===== src/rtl/shift_arbiter_if.sv =====
// Signal bundle between the shift arbiter, its two requesters, the external
// shifter and the response consumer. The slave modport is the arbiter's view.
interface shift_arbiter_if #(
  parameter int WIDTH = 16,
  parameter int SHW   = 5
);
  logic             req0_valid;
  logic             req0_ready;
  logic [WIDTH-1:0] req0_data;
  logic [SHW-1:0]   req0_amt;
  logic             req0_right;

  logic             req1_valid;
  logic             req1_ready;
  logic [WIDTH-1:0] req1_data;
  logic [SHW-1:0]   req1_amt;
  logic             req1_right;

  logic [WIDTH-1:0] sh_a;
  logic [SHW-1:0]   sh_amt;
  logic             sh_right;
  logic [WIDTH-1:0] sh_out;

  logic             rsp_valid;
  logic             rsp_ready;
  logic             rsp_id;
  logic [WIDTH-1:0] rsp_data;
  logic             rsp_sat;
  logic             busy;

  modport slave (
    input  req0_valid, req0_data, req0_amt, req0_right,
    input  req1_valid, req1_data, req1_amt, req1_right,
    input  sh_out, rsp_ready,
    output req0_ready, req1_ready,
    output sh_a, sh_amt, sh_right,
    output rsp_valid, rsp_id, rsp_data, rsp_sat, busy
  );

  modport master (
    output req0_valid, req0_data, req0_amt, req0_right,
    output req1_valid, req1_data, req1_amt, req1_right,
    output sh_out, rsp_ready,
    input  req0_ready, req1_ready,
    input  sh_a, sh_amt, sh_right,
    input  rsp_valid, rsp_id, rsp_data, rsp_sat, busy
  );
endinterface


===== src/rtl/shift_arbiter.sv =====
// Round-robin arbiter sharing one combinational shifter between two requesters,
// with registered operands, registered tagged results and a valid/ready response.
module shift_arbiter #(
  parameter int WIDTH = 16,
  parameter int SHW   = 5
) (
  input logic            clk,
  input logic            rst,
  shift_arbiter_if.slave bus
);

  typedef enum logic [1:0] {
    IDLE  = 2'd0,
    SHIFT = 2'd1,
    RESP  = 2'd2
  } state_t;

  state_t           state_r;
  logic             last_grant_r;
  logic [WIDTH-1:0] op_data_r;
  logic [SHW-1:0]   op_amt_r;
  logic             op_right_r;
  logic             op_id_r;
  logic             rsp_valid_r;
  logic             rsp_id_r;
  logic [WIDTH-1:0] rsp_data_r;
  logic             rsp_sat_r;
  logic             busy_r;

  logic             grant_valid_s;
  logic             grant_id_s;
  logic             sat_s;

  // Amount is zero-extended before comparing so any SHW works against WIDTH.
  function automatic logic amt_saturates(input logic [SHW-1:0] amt);
    logic [31:0] amt_ext;
    amt_ext = 32'(amt);
    return (amt_ext >= 32'(WIDTH));
  endfunction

  // Round-robin grant selection, only offered while idle.
  always_comb begin
    grant_valid_s = 1'b0;
    grant_id_s    = 1'b0;
    if (state_r == IDLE) begin
      if (bus.req0_valid && bus.req1_valid) begin
        grant_valid_s = 1'b1;
        grant_id_s    = ~last_grant_r;
      end else if (bus.req0_valid) begin
        grant_valid_s = 1'b1;
        grant_id_s    = 1'b0;
      end else if (bus.req1_valid) begin
        grant_valid_s = 1'b1;
        grant_id_s    = 1'b1;
      end else begin
        grant_valid_s = 1'b0;
        grant_id_s    = 1'b0;
      end
    end else begin
      grant_valid_s = 1'b0;
      grant_id_s    = 1'b0;
    end
  end

  assign sat_s = amt_saturates(op_amt_r);

  assign bus.req0_ready = grant_valid_s & ~grant_id_s;
  assign bus.req1_ready = grant_valid_s &  grant_id_s;

  assign bus.sh_a      = op_data_r;
  assign bus.sh_amt    = op_amt_r;
  assign bus.sh_right  = op_right_r;
  assign bus.rsp_valid = rsp_valid_r;
  assign bus.rsp_id    = rsp_id_r;
  assign bus.rsp_data  = rsp_data_r;
  assign bus.rsp_sat   = rsp_sat_r;
  assign bus.busy      = busy_r;

  // Transaction FSM: accept, sample the shifter once, hold the response.
  always_ff @(posedge clk) begin
    if (rst) begin
      state_r      <= IDLE;
      last_grant_r <= 1'b1;
      op_data_r    <= '0;
      op_amt_r     <= '0;
      op_right_r   <= 1'b0;
      op_id_r      <= 1'b0;
      rsp_valid_r  <= 1'b0;
      rsp_id_r     <= 1'b0;
      rsp_data_r   <= '0;
      rsp_sat_r    <= 1'b0;
      busy_r       <= 1'b0;
    end else begin
      case (state_r)
        IDLE: begin
          if (grant_valid_s) begin
            op_data_r    <= grant_id_s ? bus.req1_data  : bus.req0_data;
            op_amt_r     <= grant_id_s ? bus.req1_amt   : bus.req0_amt;
            op_right_r   <= grant_id_s ? bus.req1_right : bus.req0_right;
            op_id_r      <= grant_id_s;
            last_grant_r <= grant_id_s;
            busy_r       <= 1'b1;
            state_r      <= SHIFT;
          end else begin
            state_r      <= IDLE;
          end
        end
        SHIFT: begin
          rsp_data_r  <= sat_s ? '0 : bus.sh_out;
          rsp_sat_r   <= sat_s;
          rsp_id_r    <= op_id_r;
          rsp_valid_r <= 1'b1;
          state_r     <= RESP;
        end
        RESP: begin
          if (bus.rsp_ready) begin
            rsp_valid_r <= 1'b0;
            busy_r      <= 1'b0;
            state_r     <= IDLE;
          end else begin
            state_r     <= RESP;
          end
        end
        default: begin
          rsp_valid_r <= 1'b0;
          busy_r      <= 1'b0;
          state_r     <= IDLE;
        end
      endcase
    end
  end

endmodule


===== src/flat_wrapper.sv =====
// flat-port wrapper written by rule: the top's interface ports become plain ports
module shift_arbiter_flat 
#(
  parameter int WIDTH = 16,
  parameter int SHW   = 5
)
  (clk, rst, bus_req0_valid, bus_req0_data, bus_req0_amt, bus_req0_right, bus_req1_valid, bus_req1_data, bus_req1_amt, bus_req1_right, bus_sh_out, bus_rsp_ready, bus_req0_ready, bus_req1_ready, bus_sh_a, bus_sh_amt, bus_sh_right, bus_rsp_valid, bus_rsp_id, bus_rsp_data, bus_rsp_sat, bus_busy);
  shift_arbiter_if #(.WIDTH(WIDTH), .SHW(SHW)) bus_i ();
  input logic clk;
  input logic rst;
  input wire logic [$bits(bus_i.req0_valid)-1:0] bus_req0_valid;
  input wire logic [$bits(bus_i.req0_data)-1:0] bus_req0_data;
  input wire logic [$bits(bus_i.req0_amt)-1:0] bus_req0_amt;
  input wire logic [$bits(bus_i.req0_right)-1:0] bus_req0_right;
  input wire logic [$bits(bus_i.req1_valid)-1:0] bus_req1_valid;
  input wire logic [$bits(bus_i.req1_data)-1:0] bus_req1_data;
  input wire logic [$bits(bus_i.req1_amt)-1:0] bus_req1_amt;
  input wire logic [$bits(bus_i.req1_right)-1:0] bus_req1_right;
  input wire logic [$bits(bus_i.sh_out)-1:0] bus_sh_out;
  input wire logic [$bits(bus_i.rsp_ready)-1:0] bus_rsp_ready;
  output wire logic [$bits(bus_i.req0_ready)-1:0] bus_req0_ready;
  output wire logic [$bits(bus_i.req1_ready)-1:0] bus_req1_ready;
  output wire logic [$bits(bus_i.sh_a)-1:0] bus_sh_a;
  output wire logic [$bits(bus_i.sh_amt)-1:0] bus_sh_amt;
  output wire logic [$bits(bus_i.sh_right)-1:0] bus_sh_right;
  output wire logic [$bits(bus_i.rsp_valid)-1:0] bus_rsp_valid;
  output wire logic [$bits(bus_i.rsp_id)-1:0] bus_rsp_id;
  output wire logic [$bits(bus_i.rsp_data)-1:0] bus_rsp_data;
  output wire logic [$bits(bus_i.rsp_sat)-1:0] bus_rsp_sat;
  output wire logic [$bits(bus_i.busy)-1:0] bus_busy;
  assign bus_i.req0_valid = bus_req0_valid;
  assign bus_i.req0_data = bus_req0_data;
  assign bus_i.req0_amt = bus_req0_amt;
  assign bus_i.req0_right = bus_req0_right;
  assign bus_i.req1_valid = bus_req1_valid;
  assign bus_i.req1_data = bus_req1_data;
  assign bus_i.req1_amt = bus_req1_amt;
  assign bus_i.req1_right = bus_req1_right;
  assign bus_i.sh_out = bus_sh_out;
  assign bus_i.rsp_ready = bus_rsp_ready;
  assign bus_req0_ready = bus_i.req0_ready;
  assign bus_req1_ready = bus_i.req1_ready;
  assign bus_sh_a = bus_i.sh_a;
  assign bus_sh_amt = bus_i.sh_amt;
  assign bus_sh_right = bus_i.sh_right;
  assign bus_rsp_valid = bus_i.rsp_valid;
  assign bus_rsp_id = bus_i.rsp_id;
  assign bus_rsp_data = bus_i.rsp_data;
  assign bus_rsp_sat = bus_i.rsp_sat;
  assign bus_busy = bus_i.busy;
  shift_arbiter #(.WIDTH(WIDTH), .SHW(SHW)) u_core (.clk(clk), .rst(rst), .bus(bus_i));
endmodule

===== config.mk =====
export PLATFORM = sky130hd
export DESIGN_NAME = shift_arbiter_flat
export DESIGN_NICKNAME = d
export VERILOG_FILES = /design/src/rtl/shift_arbiter_if.sv /design/src/rtl/shift_arbiter.sv /design/src/flat_wrapper.sv
export SDC_FILE = /design/constraint.sdc
export NUM_CORES = 1
export LEC_CHECK = 0
export CAP_MARGIN = 40
export CORE_ASPECT_RATIO = 1.1
export CORE_MARGIN = 3
export CORE_UTILIZATION = 39
export DETAILED_ROUTE_END_ITERATION = 10
export GPL_TIMING_DRIVEN = 0
export PLACE_DENSITY_LB_ADDON = 0.3
export SYNTH_ARGS = -nofsm -noshare
export SYNTH_HDL_FRONTEND = slang
export SYNTH_SLANG_ARGS = --single-unit

===== constraint.sdc =====
create_clock -name clk -period 1.5 [get_ports clk]
set_clock_uncertainty 0.15 [all_clocks]
set_input_delay 0.225 -clock clk [delete_from_list [all_inputs] [get_ports clk]]
set_output_delay 0.225 -clock clk [all_outputs]
set_load 0.1 [all_outputs]

==> results of run 1 <==
[tightest hold or removal path, cell delays in order (launching register included)]
cell and delay (ns):
dfxtp_1 0.34, o21ai_2 0.05, a21oi_1 0.06
[cells by family (layout without fill, tap and decap cells)]
| logic type | after synthesis | count (layout) |
|---|---|---|
| AND/OR/NAND/NOR | 115 | 115 |
| AO/OA/AOI/OAI | 49 | 49 |
| flip-flops | 46 | 46 |
| buffers and inverters | 30 | 164 |
[placed cells by master (no fill, tap or decap), types with 2 or more instances in the layout]
cell type	synthesis	layout
buf_16	0	3
clkbuf_1	5	6
clkbuf_4	0	2
buf_6	9	8
buf_8	0	3
clkbuf_16	0	3
nor2_1	5	3
clkbuf_8	0	6
nor4_2	0	15
buf_4	3	16
or2_1	2	2
nor2_4	1	3
a21oi_2	0	2
nor4_4	0	36
clkdlybuf4s15_1	0	2
nor4_1	66	15
nand2_1	23	21
dfxtp_4	0	2
a21oi_1	43	41
buf_2	10	2
dfxtp_2	0	2
nand3b_1	16	16
clkdlybuf4s50_1	0	61
buf_12	0	45
dfxtp_1	46	42
[metal layers]
metal | routed length [um] | track usage
met1 | 4120 | 0.320
met2 | 6250 | 0.500
met3 | 969 | 0.0448
met4 | 609 | 0.0909
met5 | 0 | 0
[worst max path at each step]
stage | from | endpoint | slack, ns | depth (start not counted)
floorplan | u_core.last_grant_r$_SDFFE_PP1P_ | u_core.last_grant_r$_SDFFE_PP1P_ | -0.05 | 4
global placement | bus_req0_valid | bus_req0_ready | -1.42 | 6
detailed placement | bus_req0_valid | bus_req0_ready | -1.02 | 7
CTS | u_core.last_grant_r$_SDFFE_PP1P_ | bus_req0_ready | -0.19 | 5
global route | u_core.state_r[1]$_SDFF_PP0_ | bus_req1_ready | -0.28 | 4
finish | u_core.state_r[0]$_SDFF_PP0_ | u_core.bus.sh_amt[1]$_SDFFE_PP0P_ | -0.24 | 5
[registers in the layout (all words and copies together) (netlist names)]
register              cells
u_core.bus.sh_amt         5
u_core.bus.rsp_id         1
u_core.bus.rsp_data      16
u_core.bus.sh_right       1
u_core.bus.busy           1
u_core.last_grant_r       1
u_core.bus.rsp_sat        1
u_core.bus.sh_a          16
u_core.bus.rsp_valid      1
u_core.op_id_r            1
u_core.state_r            2
[where the power goes]
part | total [W] | switching (W) | internal [W]
combinational | 0.00266 | 0.00161 | 0.00106
sequential | 0.00151 | 0.000164 | 0.00134
clock | 0.000852 | 0.000478 | 0.000374
total | 0.00502 | 0.00225 | 0.00277
[per-stage QoR]
stage,hold slack [ns],power (W),instances,setup TNS (ns),worst slack (ns)
2_1_floorplan,0.239,0.00271,240,-0.0635,-0.0526
3_3_place_gp,0.288,0.00322,405,-24.35,-1.42
3_5_place_dp,0.295,0.00364,449,-10.90,-1.02
4_1_cts,0.324,0.00453,433,-0.596,-0.191
5_1_grt,0.365,0.00513,432,-4.39,-0.277
6_report,0.351,0.00502,432,-3.07,-0.242
[layout make-up]
class	instances	area (um2)
flip-flops and latches	46	931
well taps	58	72.6
inverters	2	11.3
clock inverters	1	5.00
repair buffers	129	1770
multi-input cells	164	1620
clock buffers	7	86.3
plain buffers	25	246
fillers	143	324
[repair_timing]
item,in CTS,in global routing
setup endpoints to repair,67,46
pin swaps,8,30
cloned,0,3
resized for setup,97,89
setup buffers,12,5
hold buffers,0,0
==> impl_metrics.yaml, run 1 <==
run_status:
  run_status: "finished with violations"
  violations_in_the_final_reports: "negative setup slack"
sta:
  timing_worst_slew_pin_value_ns: 0.679
  worst_setup_slack_after_layout_ns: -0.242
  fmax_mhz: 574
  minimum_clock_period_after_layout_ns: 1.74
  finalCritPeriodShare: 1.16
  maxSlewViolCount: 0
  slew_headroom: 0.547
  finalSetupViolations: 28
  hold_viol_final: 0
  grt_setup_unrepaired: "yes"
setup_path:
  critical_path.top_delay_family: "simple AND/OR/NAND/NOR gates"
  regToRegEndpoint: "u_core.bus.sh_amt[1]$_SDFFE_PP0P_"
  critical_path.endpoint_type: "flip-flop"
  cp_cell_sequence: "or2_1 > buf_8 > buf_12 > nor4_2 > nor4_1"
  timing.critical_path.arrival_ns: 1.75
  cp.required_ns: 1.51
  cpPeakStageDelay_ns: 0.38
  start_kind: "flip-flop"
  critPathBufInv: 2
  crit_fanout: 9
  critical_path.reg2reg.startpoint: "u_core.state_r[0]$_SDFF_PP0_"
  timing.reg2reg.worst_path_depth: 5
  critical_path_class: "reg -> reg"
  slowest_stage: "dfxtp_4"
  r2r_setup_slack_ns: -0.24
power:
  leakagePower_nw: 1.63
  pwr_density_cell_nw_per_um2: 1060
  ir_worst_vdd_mv: 0.719
synthesis:
  synth_compound_gate_area_share: 0.132
  yosys_warnings: 0
  synth_nets: 305
  synth_mux_area_frac: 0
  synth_top_cells_by_area: "dfxtp_1 (44%), nor4_1 (20%), a21oi_1 (10%)"
  ys_async_sr_fraction: 0
  synth.avg_cell_area_um2: 8.63
  fraction_of_the_mapped_netlist_area_in_simple_logic_gates: 0.325
  post-synth-top-count-cell: "nor4_1"
  dominant_combinational_cell_family_by_area_after_synthesis: "simple AND/OR/NAND/NOR gates"
  post-synth-top-area-cell: "dfxtp_1"
  synth_largest_type_area_fraction: 0.444
  ys.flop_type: "dfxtp_1"
  yosys.area_share.xor_xnor: 0
  synth_fa_ha_area_frac: 0
  synth_common_cells: "nor4_1 (66), dfxtp_1 (46), a21oi_1 (43)"
  post_synth_num_cell_types: 21
  number_of_flops_mapped_to_enable_cells_by_yosys: 0
  synth_seq_cells: 46
  mappedNetlistArea_um2: 2070
  syn-instance-count: 240
  ys_seq_area_frac: 0.444
cells_and_area:
  layout_cell_share_with_drive_strength_beyond_1: 0.422
  final_util: 0.936
  diodes: 0
  flow.area_growth_from_synthesis_pct: 129
  layout.cell_area.non_filler_um2: 4740
  finish.net_count: 438
die:
  initial_utilization: 0.409
  top_level_pins: 109
  fp.coreArea_um2: 5070
  fp.dieArea_um2: 6220
  die-width_um: 75.5
  floorplan.die.height_um: 82.4
  rows: 27
global_route:
  grt_pass1_vias: 2677
  first_pass_grt_wire_length_um: 13000
  globalRouteOverflowTotal: 0
  overall_fraction_of_global_route_tracks_in_use: 0.274
  grt_start_max_net_pins: 14
  grt_antenna_before_repair: 0
clock_network:
  insertion_delay_ns: 0.32
  cts.reportedPaths.clkPinSlew_ns: 0.09
  clock_tree.htree_level_count: 2
  total_clock_buffers_created_by_cts: 5
  cts_root_buffer: "clkbuf_8"
  maximum_buffer_depth_of_the_clock_tree: 2
  clock_sinks: 46
  tritoncts: "done"
drt:
  route.antenna.remaining_nets: 0
  drc_errors: 0
  detailedRoute.firstPassIterationCount: 7
  dr_total_vias: 2834
  post_drt_via_cell_ratio: 6.56
  routed_wirelength_um: 11900
  detail_route.iter0.violations: 301
  wl_per_cell_um: 27.7
worst_hold_path:
  timing.hold.worst_path_depth: 2
  hold_start: "u_core.op_id_r$_SDFFE_PP0P_"
  worstHoldEndpoint: "u_core.op_id_r$_SDFFE_PP0P_"
  timing.hold.worst.class: "reg -> reg"
placement:
  postPlaceCellArea_um2: 3950
  place.detailed.hpwl_um: 5600
  port_buffers: 107
  routabilityCongestion: 0.764
flow_run:
  timing.max_cap.violations: 0
Note: power is estimated with default switching activity, not from simulation.
==> run 2, diff against run 1 <==
SLEW_MARGIN = 20   (was default)
==> results of run 2 <==
No change in the layout: final DEF, timing and power equal those of run 1.
